File: config.mk
export PLATFORM = sky130hd
export DESIGN_NAME = control_unit_fsm
export DESIGN_NICKNAME = d
export VERILOG_FILES = /design/src/rtl/control_unit_fsm.sv
export SDC_FILE = /design/constraint.sdc
export NUM_CORES = 1
export LEC_CHECK = 0
export ABC_CLOCK_PERIOD_IN_PS = 2100
export CORE_MARGIN = 1
export CORE_UTILIZATION = 40
export DETAILED_ROUTE_END_ITERATION = 6
export PLACE_DENSITY_LB_ADDON = 0.1
export SLEW_MARGIN = 20
export SYNTH_ARGS = -nofsm -noshare
export SYNTH_HDL_FRONTEND = slang
export SYNTH_SLANG_ARGS = --single-unit
File: constraint.sdc
create_clock -name Clock_i -period 2.1 [get_ports Clock_i]
set_input_delay 0.42 -clock Clock_i [delete_from_list [all_inputs] [get_ports Clock_i]]
set_output_delay 0.42 -clock Clock_i [all_outputs]
set_load 0.02 [all_outputs]
File: src/rtl/control_unit_fsm.sv
// control_unit_fsm
//   Instruction sequencer for the 16-bit datapath. In T0 it latches a 9-bit
//   instruction {III,XXX,YYY} from DIN when Run is high. It then steps through
//   T1..T3 and drives the bus-source selects, the load enables and the ALU op
//   for that instruction. All outputs are decoded combinationally from the
//   step counter, the instruction register and the live inputs. Every output
//   is held at 0 while Reset_i is high.
//
// Ports
//   Clock_i      in   1           rising-edge clock
//   Reset_i      in   1           asynchronous, active-high reset
//   Run_i        in   1           start strobe, sampled only in T0
//   DIN_i        in   DATA_WIDTH  instruction / immediate bus (IR = DIN[8:0])
//   gNonZero_i   in   1           G register != 0 (condition for mvnz)
//   selectR_o    out  8           one-hot bus source, bit7=R0 .. bit0=R7
//   selectG_o    out  1           drive G onto bus
//   selectDin_o  out  1           drive DIN onto bus
//   Rin_o        out  8           register write enables (same order as selectR)
//   Ain_o        out  1           load A from bus
//   Gin_o        out  1           load G from ALU
//   IRin_o       out  1           IR load strobe
//   aluOp_o      out  2           00 add, 01 sub, 10 and, 11 slt
//   Done_o       out  1           final step of the current instruction
//   step_o       out  2           current time step (0..3)
module control_unit_fsm #(
  parameter int DATA_WIDTH = 16
) (
  input  logic                  Clock_i,
  input  logic                  Reset_i,
  input  logic                  Run_i,
  input  logic [DATA_WIDTH-1:0] DIN_i,
  input  logic                  gNonZero_i,
  output logic [7:0]            selectR_o,
  output logic                  selectG_o,
  output logic                  selectDin_o,
  output logic [7:0]            Rin_o,
  output logic                  Ain_o,
  output logic                  Gin_o,
  output logic                  IRin_o,
  output logic [1:0]            aluOp_o,
  output logic                  Done_o,
  output logic [1:0]            step_o
);

  typedef enum logic [1:0] {
    T0 = 2'd0,
    T1 = 2'd1,
    T2 = 2'd2,
    T3 = 2'd3
  } step_e;

  localparam logic [2:0] OP_MV   = 3'b000;
  localparam logic [2:0] OP_MVI  = 3'b001;
  localparam logic [2:0] OP_MVNZ = 3'b110;

  step_e      step_q, step_d;
  logic [8:0] ir_q, ir_d;

  logic [2:0] op;
  logic [2:0] rx;
  logic [2:0] ry;
  logic       is_alu;

  // Only the low 9 bits of DIN carry an instruction; the rest is immediate data
  // that reaches the registers through the bus, not through this block.
  logic unused_din_hi;
  assign unused_din_hi = ^DIN_i[DATA_WIDTH-1:9];

  assign op     = ir_q[8:6];
  assign rx     = ir_q[5:3];
  assign ry     = ir_q[2:0];
  assign is_alu = (op >= 3'b010) && (op <= 3'b101);

  // Register index 0 maps to bit 7, so the one-hot is a right shift of the MSB.
  function automatic logic [7:0] reg_onehot(input logic [2:0] idx);
    return 8'h80 >> idx;
  endfunction

  always_ff @(posedge Clock_i or posedge Reset_i) begin
    if (Reset_i) begin
      step_q <= T0;
      ir_q   <= 9'd0;
    end else begin
      step_q <= step_d;
      ir_q   <= ir_d;
    end
  end

  always_comb begin
    step_d      = step_q;
    ir_d        = ir_q;
    selectR_o   = 8'h00;
    selectG_o   = 1'b0;
    selectDin_o = 1'b0;
    Rin_o       = 8'h00;
    Ain_o       = 1'b0;
    Gin_o       = 1'b0;
    IRin_o      = 1'b0;
    aluOp_o     = 2'b00;
    Done_o      = 1'b0;

    unique case (step_q)
      T0: begin
        IRin_o = Run_i;
        if (Run_i) begin
          ir_d   = DIN_i[8:0];
          step_d = T1;
        end
      end

      T1: begin
        step_d = T0;
        if (is_alu) begin
          selectR_o = reg_onehot(rx);
          Ain_o     = 1'b1;
          step_d    = T2;
        end else begin
          // mv, mvi, mvnz and the reserved opcode all finish in T1.
          Done_o = 1'b1;
          if (op == OP_MV || (op == OP_MVNZ && gNonZero_i)) begin
            selectR_o = reg_onehot(ry);
            Rin_o     = reg_onehot(rx);
          end else if (op == OP_MVI) begin
            selectDin_o = 1'b1;
            Rin_o       = reg_onehot(rx);
          end
        end
      end

      T2: begin
        step_d = T0;
        if (is_alu) begin
          selectR_o = reg_onehot(ry);
          Gin_o     = 1'b1;
          // 010/011/100/101 -> 00/01/10/11 is simply {op[2], op[0]}.
          aluOp_o   = {op[2], op[0]};
          step_d    = T3;
        end
      end

      T3: begin
        step_d = T0;
        if (is_alu) begin
          selectG_o = 1'b1;
          Rin_o     = reg_onehot(rx);
          Done_o    = 1'b1;
        end
      end

      default: step_d = T0;
    endcase

    // Outputs are silenced for the whole reset assertion, not only after the
    // state register has cleared.
    if (Reset_i) begin
      selectR_o   = 8'h00;
      selectG_o   = 1'b0;
      selectDin_o = 1'b0;
      Rin_o       = 8'h00;
      Ain_o       = 1'b0;
      Gin_o       = 1'b0;
      IRin_o      = 1'b0;
      aluOp_o     = 2'b00;
      Done_o      = 1'b0;
    end
  end

  assign step_o = step_q;

endmodule
# Yosys cells after proc, flatten, opt, wreduce, memory -nomap -nowiden
# Cells that the tools add are included.
dict set report word_totals {
  out_inout_bits 26
  wordCells 53
  inputBits 20
  register_bits 11
}
dict set report op_classes {
  order_cmp 2
  mux 35
  shift 2
  reduce_logical 6
  eq_ne 6
}
# operator n
set ops {}
lappend ops {{$mux 8} 9}
lappend ops {{$pmux 8 s2} 2}
lappend ops {{$mux 1} 16}
lappend ops {{$shr 8x3->8 const A} 2}
lappend ops {{$mux 2} 6}
lappend ops {{$pmux 2 s4} 1}
lappend ops {{$eq 2x2->1 const B} 2}
lappend ops {{$eq 3x1->1 const B} 1}
lappend ops {{$eq 3x3->1 const B} 1}
lappend ops {{$ge 3x2->1 const B} 1}
lappend ops {{$le 3x3->1 const B} 1}
lappend ops {{$logic_not 3->1} 1}
lappend ops {{$eq 2x1->1 const B} 1}
lappend ops {{$logic_and 1x1->1} 2}
lappend ops {{$logic_not 2->1} 1}
lappend ops {{$ne 2x2->1 const B} 1}
lappend ops {{$pmux 1 s2} 1}
lappend ops {{$reduce_and 2->1} 1}
lappend ops {{$logic_or 1x1->1} 1}

# Depth between registers and ports, before layout
dict set report depth {
  depth_word 7
  ltp_mapped 6
}

# Least setup slack after synthesis
# No wires, ideal clock.
dict set report synth_timing {
  path_kind {flip-flop to output port}
  startpoint {register step_q[1], in the netlist step_o[1]}
  endpoint {output Rin_o[3]}
  slack_ns -0.127
  required_ns 1.680
  arrival_ns 1.807
  stages_incl_launch_ff 7
  path_cell_list {dfrtp_1 -> inv_1 -> ha_1 -> nand2b_1 -> o221ai_1 -> nand4_1 -> nor3_1}
}
dict set report synth_between {
  elab_chain_len 3
  word_cells_on_any_way 4
  classes_between {eq/ne (2); mux (2)}
}
# item line
set synth_lines {}
lappend synth_lines {{from (decl)} 56} ;# step_e step_q, step_d;
lappend synth_lines {{from (signal assigned)} 84} ;# step_q <= step_d;
lappend synth_lines {{$eq 2x2->1 / $eq 2x1->1 (equally long branches)} 102} ;# unique case (step_q)
lappend synth_lines {{$pmux 8 s2 (*)} 102}
lappend synth_lines {{$mux 8 (*)} 155} ;# if (Reset_i) begin
lappend synth_lines {{to (decl)} 36} ;# output logic [7:0] Rin_o,
# Every way passes the cells marked *; elsewhere a longest branch is shown, timed or not.

# Worst setup path after layout
dict set report layout_timing {
  startpoint {register step_q[1], in the netlist step_o[1]}
  endpoint {output selectR_o[2]}
}
dict set report layout_between {
  elab_chain_len 3
  word_cells_on_any_way 4
  classes_between {eq/ne (2); mux (2)}
}
# item line
set layout_lines {}
lappend layout_lines {{$eq 2x2->1 / $eq 2x1->1 (equally long branches)} 102}
lappend layout_lines {{$pmux 8 s2 (*)} 102}
lappend layout_lines {{$mux 8 (*)} 155}
lappend layout_lines {{to (decl)} 33} ;# output logic [7:0] selectR_o,
# Marked as above.

==> out/summary.txt <==
result of the run -> finished, violations left
failing checks -> setup timing
die area -> 2580 µm²
WP data arrival -> 1850 ps
DRC -> 0
first-pass GRT wire length -> 4.692 mm
CP Data Required Time -> 1680 ps
CTS tree -> yes
share of cells above drive strength 1 -> 54.64%
Clock transition at path regs -> 70 ps
routability congestion estimate from global placement -> 0.8492
dpl hpwl -> 2.113 mm
Critical Path Fanout Max -> 4
Fmax -> 441.1 MHz
pin count of the biggest net entering global routing -> 11
FF+latch count, synth -> 11
Layout area overhead -> 81.47%
Total Wirelength -> 3.161 mm
Die H -> 50.79 µm
worst-margin pin slew -> 337.2 ps
Critical Path Start -> step_o[1]
Core Area -> 2233 µm²
post-placement cell area -> 1511 µm²
most frequent cells in the layout -> buf_4 (34), nand2_1 (14), buf_6 (14)
initial antenna violation count -> 0
R2R cell count -> 6
fin crit period -> 2267 ps
Leak -> 0.7432 nW
cells after synthesis -> 112
Net Sw Power -> 1.093 mW
Via Count -> 1146
Peak VDD IR -> 0.9497 mV
Final Worst Setup Slack -> -166.8 ps
sw frac -> 46.72%
fin area -> 1728 µm²
max-cap violations -> 0
sequential share of power -> 23.3%
post-synthesis net count -> 137
drt wl/cell -> 14.98 µm
Clk pwr share -> 5.9%
Seq/Total Area, Yosys -> 28.91%
clk_lat worst skew -> 260 ps
combinational power share -> 70.7%
Port Buffers -> 38
CP Capture Type -> output port
Post-DRT Antenna Nets -> 0
fin crit share -> 107.9%
vias per cell -> 5.431
final setup vio count -> 16
utilization after layout -> 77.37%
pre-CTS setup slack -> -665.8 ps
Clock Sinks -> 11
HP Class -> input port to async pin
Root Buffer -> clkbuf_4
CTS buffer count -> 3
Slew headroom -> 77.52%
final hold slack -> 570.8 ps
endpoints failing hold -> 0
DRT iter0 DRCs -> 24
most common cell after layout, fill and taps aside -> buf_4
die width -> 50.79 µm
Crit Path Class -> register to output port
synth warn -> 0
IO Pins -> 46
Pwr Density -> 1354 nW/µm²
Post-Synthesis Cell Area -> 952.2 µm²
CP Launch Type -> register
grt total ovfl -> 0
clock buffer depth -> 2
Rows -> 17
total global-route track usage -> 24.65%
RSZ-0062 raised after global routing -> yes
vias in the first global route -> 1056
# fillers -> 151
drt first pass iters -> 4
# nets final -> 209
starting density of the core -> 42.63%
Ant. Diodes -> 0
worst r2r src -> step_o[0]
Final Max Slew Viols -> 0
design internal power -> 1.246 mW
H-tree Lvls -> 1
Netlist cell types -> 28
Syn Area/Cell -> 8.501 µm²
clock skew -> 3.930 ps
-- worst max-delay path, cell delays in order, from the launching register on --
cell and delay [ps]:
dfrtp_1 400, inv_2 90, ha_4 170, nand2b_4 70, a211oi_4 200, buf_4 170
buf_6 100, o2111ai_4 100, a21oi_2 150, buf_4 150
-- cell families after synthesis --
group           synth area share [%]
buf+inv                        6.307
mux                            10.64
compound gates                 17.61
fa+ha+maj                      6.570
xor+xnor                       3.811
flops                          28.91
simple gates                   26.15
-- synthesized netlist by cell type (all sizes together) --
cell,number,area share (%)
nor2,13,5.1
a211o,1,0.92
xnor2,1,0.92
nor3,3,1.6
and2,1,0.66
o31ai,1,0.79
dfrtp,11,29
o21ai,2,1.1
a211oi,1,2.1
nor2b,7,4.6
nand4,1,0.66
clkbuf,1,0.39
inv,5,2.0
nand2b,3,2.0
nand3,3,1.6
mux2,9,11
o2111ai,2,1.8
o221ai,1,0.92
xor2,1,2.9
nand2,15,5.9
a21oi,10,5.3
nor3b,2,2.1
and3,3,2.0
ha,5,6.6
buf,4,3.9
o211ai,6,4.7
-- registers in the layout (all words and copies together) (netlist names) --
name / flops
ir_q: 9
step_o: 2
-- final timing paths --
| check | to | slack, ps |
|---|---|---|
| worst min-delay path | ir_q[5] | 570 |
| worst max register to register | ir_q[5] | 460 |
| min in group Clock_i | ir_q[8] | 600 |
| worst max-delay path | selectR_o[2] | -170 |
| max in group asynchronous | step_o[0] | 1330 |
| worst min register to register | ir_q[8] | 600 |
-- repair_timing --
action,4_1_cts,5_1_grt
pin swaps,11,10
hold buffers,0,0
setup endpoints to repair,24,23
setup buffers,9,6
resized for setup,104,41
-- power groups by stage --
stage | registers, mW | clock network (mW) | logic (mW)
CTS | 0.525 | 0.140 | 1.41
finish | 0.546 | 0.139 | 1.65
global route | 0.562 | 0.158 | 1.75
global placement | 0.499 | 0 | 1.20
detailed placement | 0.508 | 0 | 1.23
floorplan | 0.409 | 0 | 0.843
-- per-stage QoR --
step                setup TNS, ps  power (mW)  instances
finish                      -1665       2.340        211
global placement            -9639       1.703        193
detailed placement         -10390       1.743        193
floorplan                       0       1.252        112
CTS                         -1520       2.075        205
global route                -3057       2.470        211
-- layer usage --
layer  up-vias  track usage [%]  wire [µm]
li1        533                -          -
met1       541            30.45       1231
met2        62            42.44       1626
met3        10            2.121        206
met4         0            12.50         96
met5         -                0          0
-- final cells by class --
cell class	count	area [µm²]	area share, %
multi-input cells	91	763.2	44.17
flip-flops and latches	11	279.0	16.15
clock buffers	4	26.28	1.521
well taps	28	35.03	2.028
repair buffers	72	605.6	35.05
inverters	5	18.77	1.086
Power figures use the tool's default switching activity.
==> RTL change: new RTL, config.mk and constraints unchanged <==
Register the output `Done_o`, with the module's reset; this adds one clock of latency there. The other outputs are not delayed to match.
--- a/src/rtl/control_unit_fsm.sv
+++ b/src/rtl/control_unit_fsm.sv
@@ -53,6 +53,8 @@
   localparam logic [2:0] OP_MVI  = 3'b001;
   localparam logic [2:0] OP_MVNZ = 3'b110;
 
+  logic Done_d;
+
   step_e      step_q, step_d;
   logic [8:0] ir_q, ir_d;
 
@@ -97,7 +99,7 @@
     Gin_o       = 1'b0;
     IRin_o      = 1'b0;
     aluOp_o     = 2'b00;
-    Done_o      = 1'b0;
+    Done_d      = 1'b0;
 
     unique case (step_q)
       T0: begin
@@ -116,7 +118,7 @@
           step_d    = T2;
         end else begin
           // mv, mvi, mvnz and the reserved opcode all finish in T1.
-          Done_o = 1'b1;
+          Done_d = 1'b1;
           if (op == OP_MV || (op == OP_MVNZ && gNonZero_i)) begin
             selectR_o = reg_onehot(ry);
             Rin_o     = reg_onehot(rx);
@@ -143,7 +145,7 @@
         if (is_alu) begin
           selectG_o = 1'b1;
           Rin_o     = reg_onehot(rx);
-          Done_o    = 1'b1;
+          Done_d    = 1'b1;
         end
       end
 
@@ -161,10 +163,18 @@
       Gin_o       = 1'b0;
       IRin_o      = 1'b0;
       aluOp_o     = 2'b00;
-      Done_o      = 1'b0;
+      Done_d      = 1'b0;
     end
   end
 
   assign step_o = step_q;
 
+  always_ff @(posedge Clock_i or posedge Reset_i) begin
+    if (Reset_i) begin
+      Done_o <= '0;
+    end else begin
+      Done_o <= Done_d;
+    end
+  end
+
 endmodule
Function: changed (Yosys sat finds a counterexample within 4 cycles, from zero or initial values and one cycle with Reset_i high).
==> RTL change against the unedited design <==
The flow now stops in 5_1_grt; synthesized area shrank 3.4%.
==> RTL change: results (changes against the unedited design) <==
Run status
  • Status: did not finish
  • Fail Step: 5_1_grt
  • Error msg: [ERROR DPL-0033] detailed placement checks failed during check placement.

Logic synthesis
  • Synth async-reset ratio: 1.00 (unchanged)
  • Synth cell count leaders: dfrtp_1 (12), mux2_2 (9), nand2_1 (9), nor4_1 (9)
  • Distinct cells, synth: 33 (+18%)
  • Synth area leaders: dfrtp_1 (33%), mux2_2 (11%), ha_1 (6.8%)
  • Yosys warning count: 0 (unchanged)
  • Seq/Total Area, Yosys: 0.327 (+0.0374)
  • Post-Syn Nets: 123 (-10%)

Clock tree
  • CTS Buf Count: 3 (unchanged)
  • H-tree levels: 1 (unchanged)
  • CTS Buffer Depth: 2 (unchanged)
  • Root buf cell: clkbuf_4
  • Clock Sinks: 12 (+1)

Place
  • Input/output buffers: 38 (unchanged)
  • HPWL after detailed placement: 2280 um (+7.8%)
  • RD Place Congestion: 0.822 (-3.2%)
  • Pre-CTS setup slack: -693 ps (-27.3 ps)

GRT
  • Largest net degree at the start of global routing: 13
  • Initial antenna violation count: 0

STA
  • Worst endpoint type: primary output
  • Worst Endpoint after GRT Repair: selectR_o[1]
## RTL change: cell count changes after synthesis, moves of 3 or more
cell / unedited run / this run
nor2b_1: 7 / 3
o32ai_1: 0 / 4
a21oi_1: 10 / 2
o22ai_1: 0 / 4
nor4_1: 0 / 9
nand3_1: 3 / 0
nand2_1: 15 / 9
nor2_1: 13 / 3
o211ai_1: 6 / 0
## RTL change: per-stage QoR
stage	setup TNS, ps	instances	instance area [um2]
floorplan	-886	98	1120
global placement	-10640	188	1730
detailed placement	-11180	188	1730
CTS	-3360	199	1880
## RTL change: what timing repair did
action                     in CTS
hold buffers                    0
gates resized for setup       129
setup endpoints to repair      23
setup buffers                   7
pin swaps                       3
## RTL change: logic make-up after synthesis
family / share of synthesized area
AOI/OAI and AO/OA: 0.132
xor gates and xnor gates: 0.0177
adders and majority gates: 0.0680
DFF: 0.327
and+or+nand+nor: 0.280
buffers and inverters: 0.0544
muxes: 0.121
